--- config.mk ---
export PLATFORM = sky130hd
export DESIGN_NAME = pipe_hazard_ctrl
export DESIGN_NICKNAME = d
export VERILOG_FILES = /design/src/rtl/pipe_hazard_ctrl.sv
export SDC_FILE = /design/constraint.sdc
export NUM_CORES = 1
export LEC_CHECK = 0
export ABC_AREA = 1
export CAP_MARGIN = 40
export CORE_ASPECT_RATIO = 1.2
export CORE_UTILIZATION = 39
export CTS_BUF_LIST = sky130_fd_sc_hd__clkbuf_2
export CTS_CLUSTER_DIAMETER = 80
export DETAILED_ROUTE_END_ITERATION = 7
export PLACE_DENSITY = 0.88
export SLEW_MARGIN = 20
export SYNTH_ARGS = -nofsm -noshare
export SYNTH_HDL_FRONTEND = slang
export SYNTH_SLANG_ARGS = --single-unit
--- constraint.sdc ---
create_clock -name clk -period 3 [get_ports clk]
set_input_delay 0.45 -clock clk [delete_from_list [all_inputs] [get_ports clk]]
set_output_delay 0.45 -clock clk [all_outputs]
set_load 0.1 [all_outputs]
--- src/rtl/pipe_hazard_ctrl.sv ---
// pipe_hazard_ctrl: pipeline hazard controller for a 5-stage in-order core.
// Resolves three hazard classes in priority order:
//   data-memory wait  >  taken branch  >  load-use.
// The stall/flush/dmem_req outputs are combinational from the FSM state and the
// current-cycle inputs, so the pipeline reacts in the same cycle a hazard appears.
// Optional feature macro: PIPE_HAZARD_CTRL_PERF_EN enables the two 32-bit
// performance counters. Without it, perf_stall_cnt and perf_flush_cnt read 0.
module pipe_hazard_ctrl #(
    parameter int unsigned MEM_TIMEOUT = 255
) (
    input  logic        clk,
    input  logic        rst,
    input  logic [4:0]  id_rf_ra0,
    input  logic [4:0]  id_rf_ra1,
    input  logic        ex_rf_we,
    input  logic [4:0]  ex_rf_wa,
    input  logic [1:0]  ex_rf_wd_sel,
    input  logic        ex_br_taken,
    input  logic        mem_valid,
    input  logic        dmem_ack,
    output logic        dmem_req,
    output logic        stall_pc,
    output logic        stall_if_id,
    output logic        stall_id_ex,
    output logic        stall_ex_mem,
    output logic        stall_mem_wb,
    output logic        flush_if_id,
    output logic        flush_id_ex,
    output logic        flush_ex_mem,
    output logic        flush_mem_wb,
    output logic        mem_err,
    output logic [31:0] perf_stall_cnt,
    output logic [31:0] perf_flush_cnt
);

    localparam logic [1:0] WdSelLoad  = 2'b01;
    localparam logic [7:0] TimeoutCnt = 8'(MEM_TIMEOUT);

    typedef enum logic [1:0] {
        StIdle,
        StWait,
        StErr
    } state_t;

    state_t     state_q, state_d;
    logic [7:0] wait_cnt_q, wait_cnt_d;
    logic [7:0] wait_inc;

    logic       mem_stall;
    logic       dmem_req_raw;
    logic       branch_hit;
    logic       load_use_hit;
    logic       src0_match;
    logic       src1_match;

    // ------------------------------------------------------------------
    // Hazard detection
    // ------------------------------------------------------------------

    // A zero register index means "no operand", so it never creates a dependency.
    always_comb begin
        src0_match   = (id_rf_ra0 != 5'd0) && (id_rf_ra0 == ex_rf_wa);
        src1_match   = (id_rf_ra1 != 5'd0) && (id_rf_ra1 == ex_rf_wa);
        load_use_hit = ex_rf_we && (ex_rf_wd_sel == WdSelLoad) && (ex_rf_wa != 5'd0)
                       && (src0_match || src1_match);
        branch_hit   = ex_br_taken;
    end

    // ------------------------------------------------------------------
    // Memory-wait FSM
    // ------------------------------------------------------------------

    // State and timeout counter registers.
    always_ff @(posedge clk or posedge rst) begin
        if (rst) begin
            state_q    <= StIdle;
            wait_cnt_q <= 8'd0;
        end else begin
            state_q    <= state_d;
            wait_cnt_q <= wait_cnt_d;
        end
    end

    // Next-state logic; also decides whether the memory stall applies this cycle.
    always_comb begin
        state_d      = state_q;
        wait_cnt_d   = wait_cnt_q;
        wait_inc     = wait_cnt_q + 8'd1;
        mem_stall    = 1'b0;
        dmem_req_raw = 1'b0;
        unique case (state_q)
            StIdle: begin
                dmem_req_raw = mem_valid;
                // An access acknowledged in its first cycle costs nothing.
                if (mem_valid && !dmem_ack) begin
                    mem_stall  = 1'b1;
                    state_d    = StWait;
                    wait_cnt_d = 8'd0;
                end
            end
            StWait: begin
                dmem_req_raw = 1'b1;
                if (dmem_ack) begin
                    // Ack cycle: let the pipeline advance right away.
                    state_d = StIdle;
                end else begin
                    mem_stall  = 1'b1;
                    wait_cnt_d = wait_inc;
                    if (wait_inc == TimeoutCnt) begin
                        state_d = StErr;
                    end
                end
            end
            StErr: begin
                // Freeze the pipeline until reset; no further memory requests.
                mem_stall = 1'b1;
            end
            default: begin
                state_d = StIdle;
            end
        endcase
    end

    // ------------------------------------------------------------------
    // Stall / flush outputs
    // ------------------------------------------------------------------

    // Priority: memory stall > branch > load-use; everything idle while in reset.
    always_comb begin
        dmem_req     = dmem_req_raw && !rst;
        stall_pc     = 1'b0;
        stall_if_id  = 1'b0;
        stall_id_ex  = 1'b0;
        stall_ex_mem = 1'b0;
        stall_mem_wb = 1'b0;
        flush_if_id  = 1'b0;
        flush_id_ex  = 1'b0;
        flush_ex_mem = 1'b0;
        flush_mem_wb = 1'b0;
        if (!rst) begin
            if (mem_stall) begin
                // Hold everything up to EX/MEM; MEM/WB gets a bubble so the
                // stalled access is not written back repeatedly.
                stall_pc     = 1'b1;
                stall_if_id  = 1'b1;
                stall_id_ex  = 1'b1;
                stall_ex_mem = 1'b1;
                flush_mem_wb = 1'b1;
            end else if (branch_hit) begin
                // Squash the two wrong-path instructions behind the branch.
                flush_if_id = 1'b1;
                flush_id_ex = 1'b1;
            end else if (load_use_hit) begin
                // Hold the consumer in ID for one cycle, bubble into EX.
                stall_pc    = 1'b1;
                stall_if_id = 1'b1;
                flush_id_ex = 1'b1;
            end
        end
    end

    // Error flag follows the terminal state, so it stays set until reset.
    always_comb begin
        mem_err = (state_q == StErr);
    end

    // ------------------------------------------------------------------
    // Performance counters
    // ------------------------------------------------------------------

`ifdef PIPE_HAZARD_CTRL_PERF_EN
    logic [31:0] perf_stall_q;
    logic [31:0] perf_flush_q;

    // Free-running event counters; wrap naturally at 2^32.
    always_ff @(posedge clk or posedge rst) begin
        if (rst) begin
            perf_stall_q <= 32'd0;
            perf_flush_q <= 32'd0;
        end else begin
            if (stall_pc) begin
                perf_stall_q <= perf_stall_q + 32'd1;
            end
            // flush_if_id is raised only by a taken branch that won priority.
            if (flush_if_id) begin
                perf_flush_q <= perf_flush_q + 32'd1;
            end
        end
    end

    assign perf_stall_cnt = perf_stall_q;
    assign perf_flush_cnt = perf_flush_q;
`else
    assign perf_stall_cnt = 32'd0;
    assign perf_flush_cnt = 32'd0;
`endif

endmodule

==> Word-level counts from Yosys, hierarchy flattened <==
Cells that the tools add are included.
{ "op_classes": {"addsub": 1, "n_eq_ne": 9, "muxes": 23, "n_bitwise": 1, "n_reduce_logical": 17} }
{ "op_table": {"columns": ["operator", "count"], "rows": [
  ["8-bit 2-to-1 mux", 2],
  ["8-bit case mux with 2 select lines", 1],
  ["5-bit nonzero test", 3],
  ["1-bit 2-to-1 mux", 14],
  ["5-bit == test", 2],
  ["8-bit by 1-bit adder with 8-bit output, second input constant", 1],
  ["8-bit == test, second input constant", 1],
  ["1-bit logical AND", 7],
  ["2-bit 2-to-1 mux", 3],
  ["2-bit case mux with 3 select lines", 1],
  ["3-bit AND reduction", 2],
  ["2-bit by 1-bit == test with 1-bit output, second input constant", 2],
  ["2-bit != test, second input constant", 2],
  ["3-bit != test, second input constant", 1],
  ["1-bit case mux with 3 select lines", 1],
  ["2-bit == test, second input constant", 1],
  ["1-bit logical NOT", 2],
  ["2-bit logical NOT", 1],
  ["1-bit case mux with 2 select lines", 1],
  ["2-bit nonzero test", 1],
  ["1-bit logical OR", 1],
  ["1-bit NOT", 1]
]} }
{ "totals": {"reg_bits": 10, "out_inout_bits": 75, "word_cells": 53} }

==> Logic depth before layout (Yosys ltp) <==
Gate-level depths: netlist of the first run.
{ "depth": {"word_depth": 8, "ltp_mapped": 10} }

==> Worst setup path after synthesis of the first run <==
Ideal clock, no wire load.
{ "synth_path": {"kind": "reg-to-output", "startpoint": "register state_q[1]", "endpoint": "output stall_pc", "arrival_time_ns": 3.646, "required_time_ns": 2.550, "setup_slack_ns": -1.096, "path_stages_with_launch": 8, "path_buffers": 1, "cell_sequence": "dfrtp_1 > inv_1 > nor2_1 > nor2_1 > inv_1 > nand2_1 > o21ai_0 > buf_4"} }
{ "synth_between": {"elab_chain_cells": 4, "word_cells_on_any_way": 6, "classes_between": "eq/ne: 2; mux: 3; reduce/logical: 1"} }
{ "synth_lines": {"columns": ["element", "line", "source"], "rows": [
  ["start: declaration", "45", "state_t state_q, state_d;"],
  ["start signal: assignment", "76", "state_q <= StIdle;"],
  ["start signal: assignment", "79", "state_q <= state_d;"],
  ["2-bit == test", null, null],
  ["named net mem_err", "31", "output logic mem_err,"],
  ["1-bit case mux with 3 select lines", "91", "unique case (state_q)"],
  ["1-bit 2-to-1 mux", "141", "if (mem_stall) begin"],
  ["1-bit 2-to-1 mux", "140", "if (!rst) begin"],
  ["end: declaration", "22", "output logic stall_pc,"]
]} }
The timed path passes the listed nets, and every way through them passes these cells.

==> Final worst setup path of the first run <==
{ "layout_path": {"startpoint": "input ex_rf_wa[2]", "endpoint": "output flush_id_ex"} }
{ "layout_between": {"elab_chain_cells": 8, "word_cells_on_any_way": 12, "classes_between": "eq/ne: 2; mux: 4; reduce/logical: 6"} }
{ "layout_lines": {"columns": ["element", "line", "source"], "rows": [
  ["start: declaration", "16", "input logic [4:0] ex_rf_wa,"],
  ["5-bit == test (on tied branches)", "62, 63", null],
  ["1-bit logical AND (on tied branches)", "62, 63", null],
  ["1-bit logical OR", "65", "&& (src0_match || src1_match);"],
  ["1-bit logical AND *", "65", null],
  ["1-bit 2-to-1 mux *", "153", "end else if (load_use_hit) begin"],
  ["1-bit 2-to-1 mux *", "149", "end else if (branch_hit) begin"],
  ["1-bit 2-to-1 mux *", "141", null],
  ["1-bit 2-to-1 mux *", "140", null],
  ["end: declaration", "28", "output logic flush_id_ex,"]
]} }
Mark *: on every way between the ends. The rest lies on a longest branch, timed or not.

==> out/qor.csv, run 1 <==
metric,value,unit
outcome,finished with violations,
failing checks,design-rule violations,
Die Wd,56.72,um
gpl congestion,0.8633,
Avg WL per Cell,8.259,um
DP Cell Count,291,
# DRC,14,
number of vias per cell,4.238,
Post-Layout Cell Count,294,
clk slew on worst S/H paths,80,ps
CTS tree,done,
H-tree levels,1,
Hold Crit Class,in2async,
Antenna Violating Nets Remaining,0,
Register Area,250.2,um^2
synth top area cells,"buf_4, dfrtp_1, nand2_1",
Initial Utilization,41.27,%
crit path time final,2419,ps
global route overflow,0,
Routed WL,2428,um
Std-Cell Rows,23,
number of placed I/O pins,98,
"FF+latch count, synth",10,
register share of total power,20.2,%
Multi-input gate area,764.5,um^2
Final Hold Vio Count,0,
post-synthesis sequential area ratio,17.86,%
max-cap violations,0,
gr usage total,13.04,%
post-route cell area,1583,um^2
crit-path max cell delay,510,ps
CP Max Fanout,3,
CTS sink cnt,10,
gate count of the mapped netlist,226,
Post-CTS Hold Buffers,0,
CP bufs+invs,3,
CP startpoint kind,input port,
Pre-Repair DR Iteration Count,7,
Synth-to-Final Area Change,12.95,%
crit path kind,in2out,
synth unique cells,15,
"area leader, netlist",buf_4,
Sw Share,68.33,%
initial antenna violation count,0,
worst path cell trace,"clkdlybuf4s50_1, inv_1, nand2_1, nand2_1, nor2_1, nand3_1, nand2_1, nand2_1, a21oi_1, buf_12",
DP Area,1568,um^2
post-CTS setup buffers,0,
Synthesis Warnings,0,
routed via count,1246,
share of the synthesized area in the top cell type,36.96,%
CTS root buf,clkbuf_2,
Die Span Y,67.67,um
later-pin clock latency in the skew report,240,ps
maximum vdd drop,0.2615,mV
CP Data Required Time,2550,ps
Antenna diodes,0,
Tcrit/Tclk final,80.64,%
number of global-route vias before repair,1007,
core area,3396,um^2
Most Frequent Cell on Critical Path,nand2_1,
share of power burned in combinational logic,69.7,%
cell type of the slowest stage on the worst timing path,clkdlybuf4s50_1,
final core utilization,46.61,%
Cell Pwr Density,420.4,nW/um^2
largest net degree at the start of global routing,10,
largest buffer count on any clock path,2,
Worst EP arrival,1970,ps
HPWL after DPL,2153,um
RSZ-0062 raised after global routing,false,
clock power share,10.1,%
synthesized cell area,1401,um^2
first-pass GRT wire length,3953,um
final setup margin,580.9,ps
switching power,0.4547,mW
Avg Synthesized Cell Area,6.201,um^2
die area,3838,um^2
Worst setup EP type,output port,
Setup WS pre-CTS,601.0,ps
Worst Skew,1.004,ps
IO Port Bufs,31,
First DRT Iteration DRCs,42,
post_cts resized,0,
share of cells above drive strength 1,8.171,%
fmax,0.4134,GHz
final layout net count,284,
"delay-heaviest family, CP",buffers and inverters,
setup TNS,0,ps
fin. max-slew vios,0,
P_leak,0.9764,nW
Fillers,339,
final setup fails,0,
Pint,0.2107,mW
CTS buffer count,3,
## through the flow
step                hold WS (ps)  power [mW]
global placement           551.0      0.5985
global route               514.7      0.6901
CTS                        483.3      0.6670
detailed placement         567.9      0.5997
floorplan                  314.6      0.6152
finish                     477.5      0.6654
## Yosys cell counts
master,count
o22ai_1,3
nand3_1,11
nand2_4,1
conb_1,1
nand4_1,4
a21oi_1,1
dfrtp_1,10
ha_1,2
nor2_2,2
nand2_2,3
buf_4,69
o21ai_0,9
inv_1,33
nor2_1,18
nand2_1,59
## final timing paths
check	start	to	slack, ps	cells past startpoint
hold / removal	rst	wait_cnt_q[5]$_DFFE_PP0P_	480	2
min in group clk	wait_cnt_q[7]$_DFFE_PP0P_	wait_cnt_q[7]$_DFFE_PP0P_	580	2
max in group asynchronous	rst	state_q[0]$_DFFE_PP0P_	2140	3
setup reg to reg	wait_cnt_q[1]$_DFFE_PP0P_	state_q[0]$_DFFE_PP0P_	1530	8
setup / recovery	ex_rf_wa[2]	flush_id_ex	580	10
hold reg to reg	wait_cnt_q[7]$_DFFE_PP0P_	wait_cnt_q[7]$_DFFE_PP0P_	580	2
## logic make-up after synthesis
family / count (synthesis) / share of synthesized area (%)
buffers and inverters: 102 / 45.80
other: 1 / 0.2676
AND/OR/NAND/NOR: 98 / 29.37
adder cells (fa/ha/maj): 2 / 1.785
AO/OA/AOI/OAI: 13 / 4.910
flip-flops: 10 / 17.86
## registers in the layout, summed over array words and instances, names as in the netlist
signal	flops
wait_cnt_q	8
state_q	2
## placed cells by master (no fill, tap or decap)
master	instances
nand2_1	59
buf_4	3
nand3_1	11
nor2_1	17
clkdlybuf4s50_1	22
o21ai_0	8
nand2_2	3
nand4_1	4
o22ai_1	3
buf_12	7
ha_1	2
a21oi_1	1
conb_1	66
o21ai_2	1
nand2_4	1
nor2_4	1
dfrtp_1	10
clkbuf_2	3
inv_1	33
nor2_2	2
## layout make-up
cell class,count,share of cell area (%)
Multi-Input combinational cell,179,48.30
Timing Repair Buffer,32,24.19
Sequential cell,10,15.81
Inverter,33,7.826
Tap cell,37,2.925
Clock buffer,3,0.9486
## routing by layer
metal,up-vias,GRT usage (%),routed length [um]
met5,-,0,0
met4,0,4.688,31
met3,5,1.916,211
met2,78,26.34,1291
met1,550,13.56,893
li1,613,-,-
## power groups by stage
stage               combinational, mW  sequential, mW  clock (mW)
finish                          0.464           0.135      0.0669
detailed placement              0.462           0.137           0
global placement                0.461           0.137           0
floorplan                       0.478           0.137           0
CTS                             0.463           0.135      0.0698
global route                    0.477           0.135      0.0783
Power figures use the tool's default switching activity.
==> run 2: changes to the inputs <==
--- a/config.mk
+++ b/config.mk
@@ -8,11 +8,11 @@
 export ABC_AREA = 1
 export CAP_MARGIN = 40
 export CORE_ASPECT_RATIO = 1.2
-export CORE_UTILIZATION = 39
+export CORE_UTILIZATION = 33
 export CTS_BUF_LIST = sky130_fd_sc_hd__clkbuf_2
 export CTS_CLUSTER_DIAMETER = 80
 export DETAILED_ROUTE_END_ITERATION = 7
-export PLACE_DENSITY = 0.88
+export PLACE_DENSITY = 0.79
 export SLEW_MARGIN = 20
 export SYNTH_ARGS = -nofsm -noshare
 export SYNTH_HDL_FRONTEND = slang
==> constraint.sdc (replaced) <==
create_clock -name clk -period 2 [get_ports clk]
set_input_delay 0.3 -clock clk [delete_from_list [all_inputs] [get_ports clk]]
set_output_delay 0.3 -clock clk [all_outputs]
set_load 0.1 [all_outputs]
==> out/qor.csv, run 2 (synthesis results as in run 1) <==
metric,value,unit
core area,4004,um^2
crit path time final,1918,ps
Avg WL per Cell,7.610,um
Worst setup EP type,output port,
Std-Cell Rows,25,
Top Registers,"wait_cnt_q x8, state_q x2",
hold_ws,498.6,ps
die area,4512,um^2
Reg-to-Reg Start,wait_cnt_q[1]$_DFFE_PP0P_,
R2R Path End,state_q[0]$_DFFE_PP0P_,
max reg flops,8,
CTS root buf,clkbuf_2,
post-route cell area,1695,um^2
IO Port Bufs,31,
clk slew on worst S/H paths,80,ps
Reg2Reg Depth,10,
global route overflow,0,
CTS buffer count,3,
CP startpoint kind,input port,
gpl congestion,0.8198,
First DRT Iteration DRCs,19,
Multi-input gate area,808.3,um^2
final core utilization,42.34,%
Largest Register,wait_cnt_q,
Setup WS pre-CTS,-92.28,ps
crit path kind,in2out,
outcome,completed,
Antenna Violating Nets Remaining,0,
Tot Pwr,0.9931,mW
Register Area,251.5,um^2
Hold Crit Class,in2async,
first-pass GRT wire length,3560,um
CP Max Fanout,3,
DP Area,1682,um^2
later-pin clock latency in the skew report,230,ps
largest buffer count on any clock path,2,
initial antenna violation count,0,
routed via count,1208,
"reg-to-reg slack, setup",580,ps
CTS tree,done,
Die Wd,61.49,um
fmax,0.5214,GHz
final setup fails,0,
DP Cell Count,312,
Post-CTS Hold Buffers,0,
Routed WL,2397,um
final setup margin,82.03,ps
Synth-to-Final Area Change,20.98,%
met3 Use GR,0.5282,%
CTS sink cnt,10,
gr busiest metal,met2,
Antenna diodes,0,
number of placed I/O pins,98,
"commonest cells after routing, fill and taps aside","conb_1, nand2_1, inv_1, nor2_1, dlygate4sd2_1",
Initial Utilization,35.00,%
Worst Skew,0.4602,ps
HPWL after DPL,2110,um
max-cap violations,0,
number of global-route vias before repair,920,
M1 GR Usage,11.54,%
Worst EP arrival,1620,ps
setup TNS,0,ps
Tcrit/Tclk final,95.90,%
RSZ-0062 raised after global routing,false,
gr usage total,10.31,%
H-tree levels,1,
fin. max-slew vios,0,
"most common cell after layout, fill and taps aside",conb_1,
Fillers,445,
met2 Use GR,19.35,%
largest net degree at the start of global routing,11,
Post-Layout Cell Count,315,
Pre-Repair DR Iteration Count,4,
P_leak,1.022,nW
Cell Pwr Density,585.7,nW/um^2
number of vias per cell,3.835,
maximum vdd drop,0.4154,mV
# DRC,0,
Final Hold Vio Count,0,
final layout net count,288,
share of cells above drive strength 1,14.18,%
CP Data Required Time,1700,ps
Die Span Y,73.39,um
==> run 2: changes by cell type in the layout (fill, tap and decap cells not counted), sizes merged <==
cell | before | now
clkdlybuf4s50 | 22 | 9
dlygate4sd2 | 0 | 12
buf | 10 | 14
clkinvlp | 0 | 1
dlymetal6s2s | 0 | 1
inv | 33 | 32
==> run 2: routing by layer <==
layer	wire length [um]	part of all wire, %	vias up
li1	-	-	626
met1	930	39	530
met2	1301	54	50
met3	137	5.7	2
met4	27	1.1	0
met5	0	0	-
==> run 2: layout make-up <==
cell class | count | area share (%)
clock buffers | 3 | 0.8856
inverters | 33 | 7.528
flip-flops and latches | 10 | 14.83
repair buffers | 36 | 25.09
well taps | 54 | 3.985
multi-input cells | 179 | 47.68
==> run 2: critical path: stages <==
cell,delay (ps)
clkdlybuf4s50_1,400
inv_1,110
nand3_2,120
nand2_4,90
nor2_2,40
inv_1,60
nand2_2,60
buf_4,140
o21ai_4,80
buf_12,200
==> run 2: power breakdown <==
group          internal, mW  leakage (nW)  switching (mW)
combinational        0.0668         0.913           0.625
sequential            0.202        0.0963               0
clock                0.0409        0.0125          0.0581
total                 0.310          1.02           0.683
==> run 2: worst max-delay path by stage <==
stage          cells past startpoint  slack, ps                    from      endpoint
2_1_floorplan                      7       -120  state_q[1]$_DFFE_PP0P_  stall_ex_mem
3_3_place_gp                      10        -60             ex_rf_wa[0]   stall_if_id
3_5_place_dp                      10        -90             ex_rf_wa[0]   stall_if_id
4_1_cts                            9         10                dmem_ack   stall_id_ex
5_1_grt                            9        0.5                dmem_ack  stall_ex_mem
6_report                          10         80                dmem_ack   stall_if_id
==> run 2: timing repair <==
action,CTS,global route
setup endpoints to repair,3,6
pin swaps,3,1
resized for setup,13,4
setup buffers,0,0
==> run 3: changes to the inputs <==
--- a/config.mk
+++ b/config.mk
@@ -5,10 +5,9 @@
 export SDC_FILE = /design/constraint.sdc
 export NUM_CORES = 1
 export LEC_CHECK = 0
-export ABC_AREA = 1
 export CAP_MARGIN = 40
 export CORE_ASPECT_RATIO = 1.2
-export CORE_UTILIZATION = 33
+export CORE_UTILIZATION = 32
 export CTS_BUF_LIST = sky130_fd_sc_hd__clkbuf_2
 export CTS_CLUSTER_DIAMETER = 80
 export DETAILED_ROUTE_END_ITERATION = 7
==> out/qor.csv, run 3 <==
metric,value,unit
share of the synthesized area in the top cell type,38.44,%
Hold Crit Class,in2async,
Tot Pwr,1.182,mW
Top Registers,"wait_cnt_q x8, state_q x2",
share of cells above drive strength 1,27.96,%
largest buffer count on any clock path,2,
Routed WL,2696,um
Die Span Y,73.09,um
Multi-input gate area,902.1,um^2
"Async S/R FF share, synth",100.0,%
"top cells by count, synth","buf_4, dfrtp_1, nand2_1",
Fillers,406,
Post-Layout Cell Count,265,
Worst setup EP type,output port,
gpl congestion,0.7325,
CP startpoint kind,register,
crit path kind,reg2out,
Post-CTS Hold Buffers,0,
global route overflow,0,
Std-Cell Rows,25,
Worst Skew,4.093,ps
number of placed I/O pins,98,
CP Data Required Time,1700,ps
core area,3973,um^2
CP Max Fanout,4,
First DRT Iteration DRCs,18,
"most common cell after layout, fill and taps aside",conb_1,
first-pass GRT wire length,3946,um
gr usage total,11.72,%
synth unique cells,40,
HPWL after DPL,2193,um
Worst EP arrival,1710,ps
routed via count,1068,
Die Wd,61.24,um
clk slew on worst S/H paths,100,ps
number of vias per cell,4.030,
Initial Utilization,33.92,%
maximum vdd drop,0.3393,mV
Synth-to-Final Area Change,30.64,%
largest net degree at the start of global routing,12,
"commonest cells after routing, fill and taps aside","conb_1, buf_4, nand2_1, buf_12, dfrtp_1",
ys flop type,dfrtp_1,
Avg WL per Cell,10.17,um
Final Hold Vio Count,0,
Register Area,251.5,um^2
count of flip-flops with a built-in enable after synthesis,0,
failing checks,negative setup slack,
Antenna diodes,0,
max reg flops,8,
# DRC,0,
H-tree levels,1,
most numerous cell in the Yosys netlist,buf_4,
Pre-Repair DR Iteration Count,4,
Avg Synthesized Cell Area,8.069,um^2
setup TNS,-10.00,ps
Antenna Violating Nets Remaining,0,
Synthesis Warnings,0,
"FF+latch count, synth",10,
final layout net count,237,
synthesized cell area,1348,um^2
max-cap violations,0,
outcome,finished with violations,
IO Port Bufs,31,
final setup margin,-10.00,ps
later-pin clock latency in the skew report,260,ps
CTS root buf,clkbuf_2,
fin. max-slew vios,0,
Tcrit/Tclk final,100.5,%
synth top area cells,"buf_4, dfrtp_1, xnor2_1",
CTS tree,done,
"area leader, netlist",buf_4,
CTS sink cnt,10,
number of global-route vias before repair,983,
DP Cell Count,258,
Setup WS pre-CTS,-331.9,ps
final core utilization,44.32,%
initial antenna violation count,0,
die area,4476,um^2
final setup fails,1,
gate count of the mapped netlist,167,
crit path time final,2010,ps
RSZ-0062 raised after global routing,true,
CTS buffer count,3,
Cell Pwr Density,671.5,nW/um^2
Largest Register,wait_cnt_q,
post-synthesis sequential area ratio,18.57,%
fmax,0.4975,GHz
P_leak,0.8515,nW
[run 3: cell types whose count changed in the layout (fill, tap and decap cells not counted), moves of 5 or more]
cell,change
clkbuf_2,+5
nand2_1,-48
nand3_1,-6
dlygate4sd2_1,-7
nor2_1,-9
inv_1,-25
xor2_1,+6
buf_4,+11
[run 3: metrics by stage]
stage               hold slack, ps  cell area (um^2)
detailed placement           525.5              1692
floorplan                    153.3              1673
finish                       216.5              1760
global route                 223.8              1760
global placement             509.1              1692
CTS                          537.4              1723
[run 3: path summary, 6_finish.rpt]
path	from	to	slack (ps)	depth (start not counted)
max	state_q[0]$_DFFE_PP0P_	flush_id_ex	-10	5
min	rst	wait_cnt_q[5]$_DFFE_PP0P_	220	3
max reg2reg	state_q[0]$_DFFE_PP0P_	wait_cnt_q[3]$_DFFE_PP0P_	430	5
min reg2reg	wait_cnt_q[3]$_DFFE_PP0P_	wait_cnt_q[3]$_DFFE_PP0P_	530	1
max in group asynchronous	rst	state_q[1]$_DFFE_PP0P_	1640	3
min in group clk	wait_cnt_q[3]$_DFFE_PP0P_	wait_cnt_q[3]$_DFFE_PP0P_	530	1
[run 3: layout make-up]
| cell class | count | area share [%] |
|---|---|---|
| Tap cell | 54 | 3.838 |
| Sequential cell | 10 | 14.29 |
| Timing Repair Buffer | 47 | 27.65 |
| Clock inverter | 1 | 0.2132 |
| Multi-Input combinational cell | 143 | 51.24 |
| Inverter | 7 | 1.919 |
| Clock buffer | 3 | 0.8529 |
[run 3: where the power goes]
part	internal, mW	switching (mW)
sequential	0.218	0.0230
clock	0.0434	0.0696
combinational	0.134	0.694
[run 3: worst max-delay path: stages (launching register included)]
cell       delay (ps)
dfrtp_1           430
or2_4             280
a2111oi_4         360
a41oi_2            90
o21ai_4           110
buf_12            190
[run 3: cells by family after synthesis]
kind of cell	after synthesis	share of synthesized area [%]
flip-flops	10	18.57
buffers and inverters	79	41.97
other	1	0.2783
AO/OA/AOI/OAI	25	14.02
XOR/XNOR	13	8.449
adder cells (fa/ha/maj)	2	1.857
AND/OR/NAND/NOR	37	14.86
[run 3: what timing repair did]
item                                   in CTS  in global routing
pin swaps                                  10                 15
setup endpoints to repair                   6                  7
setup buffers                               1                  3
gates resized for setup                    27                 23
endpoints found under the hold margin       0                  0
[run 3: layer usage]
metal  track usage [%]  part of all wire [%]  routed length, um
met3             2.660                    12                314
met4             4.545                   1.4                 39
met5                 0                     0                  0
met2             23.91                    54               1463
met1             10.38                    33                879
